### src/rtl/bp_cfg_boot_sequencer.sv
// Post-reset config sequencer: writes each core's config registers, unfreezes the cores, then signals done.
// Define BP_CFG_READBACK_EN to read FREEZE back from every core and flag any nonzero value on error_o.
module bp_cfg_boot_sequencer #(
    parameter int          num_core_p       = 1,
    parameter int          cfg_addr_width_p = 16,
    parameter int          cfg_data_width_p = 64,
    parameter int          max_credits_p    = 8,
    parameter logic [39:0] boot_pc_p        = 40'h0080000000,
    parameter int          did_p            = 0,
    localparam int core_id_width_lp = (num_core_p > 1) ? $clog2(num_core_p) : 1,
    localparam int credit_width_lp  = $clog2(max_credits_p + 1)
) (
    input  logic                        clk_i,
    input  logic                        reset_i,
    output logic                        cfg_v_o,
    output logic                        cfg_w_o,
    output logic [core_id_width_lp-1:0] cfg_core_o,
    output logic [cfg_addr_width_p-1:0] cfg_addr_o,
    output logic [cfg_data_width_p-1:0] cfg_data_o,
    input  logic                        cfg_ready_i,
    input  logic                        cfg_resp_v_i,
    input  logic [cfg_data_width_p-1:0] cfg_resp_data_i,
    output logic                        cfg_resp_yumi_o,
    output logic                        done_o,
    output logic                        error_o
);

    localparam logic [cfg_addr_width_p-1:0] ADDR_FREEZE = cfg_addr_width_p'(16'h0001);
    localparam logic [cfg_addr_width_p-1:0] ADDR_CORE   = cfg_addr_width_p'(16'h0002);
    localparam logic [cfg_addr_width_p-1:0] ADDR_DID    = cfg_addr_width_p'(16'h0003);
    localparam logic [cfg_addr_width_p-1:0] ADDR_ICACHE = cfg_addr_width_p'(16'h0010);
    localparam logic [cfg_addr_width_p-1:0] ADDR_DCACHE = cfg_addr_width_p'(16'h0011);
    localparam logic [cfg_addr_width_p-1:0] ADDR_CCE    = cfg_addr_width_p'(16'h0020);
    localparam logic [cfg_addr_width_p-1:0] ADDR_NPC    = cfg_addr_width_p'(16'h0030);
    localparam logic [credit_width_lp-1:0]  CREDIT_MAX  = credit_width_lp'(max_credits_p);
    localparam logic [core_id_width_lp-1:0] LAST_CORE   = core_id_width_lp'(num_core_p - 1);
    localparam logic [2:0]                  LAST_IDX    = 3'd6;

    typedef enum logic [2:0] {
        e_reset,
        e_write_cfg,
        e_drain,
        e_unfreeze,
`ifdef BP_CFG_READBACK_EN
        e_readback,
`endif
        e_done_drain,
        e_done
    } state_e;

    state_e                      r_state;
    logic [core_id_width_lp-1:0] r_core;
    logic [2:0]                  r_idx;
    logic [credit_width_lp-1:0]  r_credits;

    logic                        w_issue;
    logic                        w_v;
    logic                        w_hs;
    logic                        w_resp_ok;
    logic                        w_last_core;
    logic [credit_width_lp-1:0]  w_credits_nxt;
    logic                        w_w;
    logic [core_id_width_lp-1:0] w_core;
    logic [cfg_addr_width_p-1:0] w_addr;
    logic [cfg_data_width_p-1:0] w_data;

    // e_reset issues the first FREEZE write so the request is up in the first cycle out of reset
    always_comb begin
        w_issue = 1'b0;
        unique case (r_state)
            e_reset, e_write_cfg, e_unfreeze: w_issue = ~reset_i;
`ifdef BP_CFG_READBACK_EN
            e_readback:                       w_issue = ~reset_i;
`endif
            default:                          w_issue = 1'b0;
        endcase
    end

    assign w_v           = w_issue & (r_credits != CREDIT_MAX);
    assign w_hs          = w_v & cfg_ready_i;
    assign w_resp_ok     = cfg_resp_v_i & (r_credits != '0);
    assign w_last_core   = (r_core == LAST_CORE);
    assign w_credits_nxt = r_credits + credit_width_lp'(w_hs) - credit_width_lp'(w_resp_ok);

    always_comb begin
        w_w    = 1'b0;
        w_core = '0;
        w_addr = '0;
        w_data = '0;
        if (w_issue) begin
            w_w    = 1'b1;
            w_core = r_core;
            unique case (r_state)
                e_reset, e_write_cfg: begin
                    unique case (r_idx)
                        3'd0:    begin w_addr = ADDR_FREEZE; w_data = cfg_data_width_p'(1);         end
                        3'd1:    begin w_addr = ADDR_CORE;   w_data = cfg_data_width_p'(r_core);    end
                        3'd2:    begin w_addr = ADDR_DID;    w_data = cfg_data_width_p'(did_p);     end
                        3'd3:    begin w_addr = ADDR_ICACHE; w_data = cfg_data_width_p'(1);         end
                        3'd4:    begin w_addr = ADDR_DCACHE; w_data = cfg_data_width_p'(1);         end
                        3'd5:    begin w_addr = ADDR_CCE;    w_data = cfg_data_width_p'(1);         end
                        default: begin w_addr = ADDR_NPC;    w_data = cfg_data_width_p'(boot_pc_p); end
                    endcase
                end
                e_unfreeze: w_addr = ADDR_FREEZE;
`ifdef BP_CFG_READBACK_EN
                e_readback: begin
                    w_w    = 1'b0;
                    w_addr = ADDR_FREEZE;
                end
`endif
                default: w_addr = '0;
            endcase
        end
    end

    always_ff @(posedge clk_i) begin
        if (reset_i) begin
            r_state   <= e_reset;
            r_core    <= '0;
            r_idx     <= '0;
            r_credits <= '0;
        end else begin
            r_credits <= w_credits_nxt;
            unique case (r_state)
                e_reset, e_write_cfg: begin
                    r_state <= e_write_cfg;
                    if (w_hs) begin
                        if (r_idx == LAST_IDX) begin
                            r_idx <= '0;
                            if (w_last_core) begin
                                r_core  <= '0;
                                r_state <= e_drain;
                            end else begin
                                r_core <= r_core + 1'b1;
                            end
                        end else begin
                            r_idx <= r_idx + 3'd1;
                        end
                    end
                end
                e_drain: if (r_credits == '0) r_state <= e_unfreeze;
                e_unfreeze: begin
                    if (w_hs) begin
                        if (w_last_core) begin
                            r_core  <= '0;
`ifdef BP_CFG_READBACK_EN
                            r_state <= e_readback;
`else
                            r_state <= e_done_drain;
`endif
                        end else begin
                            r_core <= r_core + 1'b1;
                        end
                    end
                end
`ifdef BP_CFG_READBACK_EN
                e_readback: begin
                    if (w_hs) begin
                        if (w_last_core) begin
                            r_core  <= '0;
                            r_state <= e_done_drain;
                        end else begin
                            r_core <= r_core + 1'b1;
                        end
                    end
                end
`endif
                // Look at the next count so done follows the final response by one cycle
                e_done_drain: if (w_credits_nxt == '0) r_state <= e_done;
                e_done:       r_state <= e_done;
                default:      r_state <= e_reset;
            endcase
        end
    end

    always_ff @(posedge clk_i) begin
        if (!reset_i) begin
            assert (!(cfg_resp_v_i && (r_credits == '0)));
        end
    end

`ifdef BP_CFG_READBACK_EN
    localparam int resp_cnt_width_lp = $clog2(9 * num_core_p + 1);
    localparam logic [resp_cnt_width_lp-1:0] READ_BASE = resp_cnt_width_lp'(8 * num_core_p);

    logic [resp_cnt_width_lp-1:0] r_resp_cnt;
    logic                         r_error;

    // Responses return in order and every read follows every write, so the response index identifies reads
    always_ff @(posedge clk_i) begin
        if (reset_i) begin
            r_resp_cnt <= '0;
            r_error    <= 1'b0;
        end else if (w_resp_ok) begin
            r_resp_cnt <= r_resp_cnt + 1'b1;
            if ((r_resp_cnt >= READ_BASE) && (cfg_resp_data_i != '0)) r_error <= 1'b1;
        end
    end

    assign error_o = r_error;
`else
    logic w_unused_resp_data;
    assign w_unused_resp_data = ^cfg_resp_data_i;
    assign error_o            = 1'b0;
`endif

    assign cfg_v_o         = w_v;
    assign cfg_w_o         = w_w;
    assign cfg_core_o      = w_core;
    assign cfg_addr_o      = w_addr;
    assign cfg_data_o      = w_data;
    assign cfg_resp_yumi_o = cfg_resp_v_i;
    assign done_o          = (r_state == e_done);

endmodule

### config.mk
export PLATFORM = sky130hd
export DESIGN_NAME = bp_cfg_boot_sequencer
export DESIGN_NICKNAME = d
export VERILOG_FILES = /design/src/rtl/bp_cfg_boot_sequencer.sv
export SDC_FILE = /design/constraint.sdc
export NUM_CORES = 1
export LEC_CHECK = 0
export ABC_AREA = 1
export CORE_AREA = 2 2 60 62
export CTS_CLUSTER_SIZE = 14
export DETAILED_ROUTE_END_ITERATION = 12
export DIE_AREA = 0 0 62 64
export DONT_BUFFER_PORTS = 1
export PLACE_DENSITY = 0.56
export SLEW_MARGIN = 10
export SYNTH_ARGS = -nofsm -noshare
export SYNTH_HDL_FRONTEND = slang
export SYNTH_SLANG_ARGS = --single-unit
### constraint.sdc
create_clock -name clk_i -period 7.73 [get_ports clk_i]
set_clock_uncertainty 0.05 [all_clocks]
set_input_delay 2.319 -clock clk_i [delete_from_list [all_inputs] [get_ports clk_i]]
set_output_delay 2.319 -clock clk_i [all_outputs]
set_load 0.03 [all_outputs]
==> impl_results.md <==
* Sink Count at 10
* Synth area leaders: buf_4, dfxtp_1, ha_1
* Ys async rst share at 0
* Sequential share of power at 0.260
* Via/cell ratio at 3.68
* Starting Density at 0.418
* Unrepaired setup endpoints after global routing: false
* Crit end category: primary output
* Initial antenna violation count at 0
* Synth unique cells at 23
* Largest family of logic cells by synthesized area: buffers and inverters
* # diodes at 0
* Slew of the pin with the lowest slew margin at 0.980 ns
* Min-delay worst type: reg2reg
* Mapped Area at 0.00137 mm^2
* Post-DP HPWL at 1.68 mm
* Mux contribution to synthesized area at 0
* Worst endpoint required time at 5.36 ns
* Finished Core Util at 0.352
* Yosys reg bits at 10
* Post-synth top area cell: buf_4
* Max cap viols at 0
* Layout cell share with drive strength beyond 1 at 0.0821
* Area delta synth->final at -15.8%
* Final Setup Violations at 0
* Simple-gate share of the synthesized area at 0.196
* Met3 usage at 0.0121
* Largest stage delay on the critical path at 0.78 ns
* CP max FO at 9
* Critical path's slowest cell: nor3_1
* Worst setup margin at 2.04 ns
* GR Util met1 at 0.140
* Family with the most delay on the worst path: simple AND/OR/NAND/NOR gates
* Largest net degree at the start of global routing at 10
* Slew Limit Headroom at 0.341
* Max Root-Sink Buffers at 2
* Top FF cell, synth: dfxtp_1
* P_sw at 156 uW
* Internal power at 128 uW
* First drt pass iteration count at 5
* WS Path Type: in2out
* GRT busiest layer: met1
* Post-route DRC at 0
* Gate power share at 0.615
* Crit path cell chain: inv_4, nand2_1, nor3_1
* Total Wirelength at 1.91 mm
* Post-synth top area share at 0.427
* Die width at 62 um
* Nets@finish at 273
* Die area at 0.00397 mm^2
* Count leader, synth: buf_4
* Startpoint Class: primary input
* Clk_lat worst skew at 0.27 ns
* Core area at 0.00328 mm^2
* GP Congestion at 0.883
* CTS clk-pin slew, worst paths at 0.06 ns
* CTS tree: done
* Final Max Tran Viols at 0
* # IOs at 154
* Top post-synthesis cells by count: buf_4, inv_1, nor2_1
* CP arrival at 3.32 ns
* First-pass GRT wire length at 3.01 mm
* Share of the yosys chip area belonging to registers at 0.146
* Hold Fails Final Rpt at 0
* Sum Neg Setup Slack at 0 ns
* Clock share of power at 0.125
* Routed WL per cell at 7.94 um
* Synthesis warning total at 0
* 1st-iter DRT viols at 20
* Static Leak at 0.000663 uW
* Critical Path Source: reset_i
* Routed via count at 887
* Clock Root Buffer: clkbuf_4
* CTS buffer count at 3
* Compound-Gate Fraction of Synth Area at 0.0803
* Post-CTS Hold Buffers at 0
* Outcome: completed
* Vias in the first global route at 706
* Syn Inst Count at 194
* Htree depth at 1
* Maximum clock frequency at 176 MHz
* Port Buf Inserts at 0
* WP buf/inv at 1
* GR Util met2 at 0.135
* Min-delay src: r_idx[1]
* Post-synth EDFFs at 0
* ANT nets after route at 0
* Grt total ovfl at 0
* Post-layout min period at 5.69 ns
* Post-CTS sizing at 0
* Power Density at 246 mW/mm^2
* Sw Share at 0.550
* Postcts setup bufs at 0
* Die H at 64 um
* Pre-CTS WS at 2.05 ns
* Tcrit/Tclk final at 0.736
* Global Route Usage Sum at 0.0986
* Max rail drop VDD at 0.000154 V
* Synth Area in XOR/XNOR at 0
* Post-Synthesis Mean Instance Area at 7.07 um^2
* R2r startpoint: r_credits[2]
* Adder-cell area share of the yosys netlist at 0.0785
* Cell Rows at 21
==> worst paths after layout <==
check	to	slack, ns	cells after the start
worst min-delay path	r_idx[1]	0.50	2
worst max register to register	r_state[0]	5.15	15
worst max-delay path	cfg_data_o[31]	2.04	3
worst min register to register	r_idx[1]	0.50	2
==> metrics by stage <==
stage / cell area [um^2] / power (uW) / std cells / hold slack, ns
after CTS: 1150 / 286 / 241 / 0.504
after global routing: 1150 / 316 / 241 / 0.541
after detailed placement: 1130 / 251 / 238 / 0.496
after floorplan: 1650 / 258 / 269 / 0.451
after global placement: 1130 / 248 / 238 / 0.492
final: 1150 / 284 / 241 / 0.502
==> placed cells by master (no fill, tap or decap), types with 2 or more instances in the layout <==
cell type / instances
nand4_4: 2
ha_1: 7
o21ai_1: 2
nand2_2: 4
conb_1: 76
nand3_1: 6
a21oi_1: 16
clkbuf_4: 3
inv_1: 21
dfxtp_1: 10
nand2_1: 17
nor2_1: 18
inv_4: 2
==> metal layers <==
layer  part of all wire  wire [um]
met2               0.41        789
met3               0.11        214
met1               0.46        877
met5                  0          0
met4              0.017         32
==> cell families (layout without fill, tap and decap cells) <==
family / after synthesis / count (layout)
and+or+nand+nor: 52 / 52
adders and majority gates: 8 / 8
other: 1 / 76
AOI/OAI and AO/OA: 21 / 21
DFF: 10 / 10
buffers and inverters: 102 / 28
==> registers in the layout (all words and copies together) (netlist names) <==
| name | count |
|---|---|
| r_credits | 4 |
| r_idx | 3 |
| r_state | 3 |
==> power groups by stage <==
stage               clock (uW)  combinational (uW)  sequential [uW]
detailed placement           0                 176             74.6
global placement             0                 173             74.5
finish                    35.6                 174             73.7
CTS                       36.4                 176             73.4
floorplan                    0                 186             72.5
global route              39.4                 202             74.9
==> cell type report <==
cell class / instances / area [um^2]
inverter: 24 / 95.1
clock buffer: 3 / 22.5
fill: 368 / 2130
tap: 46 / 57.6
timing repair buffer: 1 / 7.51
sequential: 10 / 200
multi-input combinational: 157 / 772
==> worst register-to-register path, delay by kind of cell, from the launching register on <==
kind	cells	cell delay, ns
DFF	1	0.30
AOI/OAI and AO/OA	1	0.14
buffers and inverters	3	0.17
adders and majority gates	4	1.15
and+or+nand+nor	7	0.68
(Power assumes the default switching activity.)
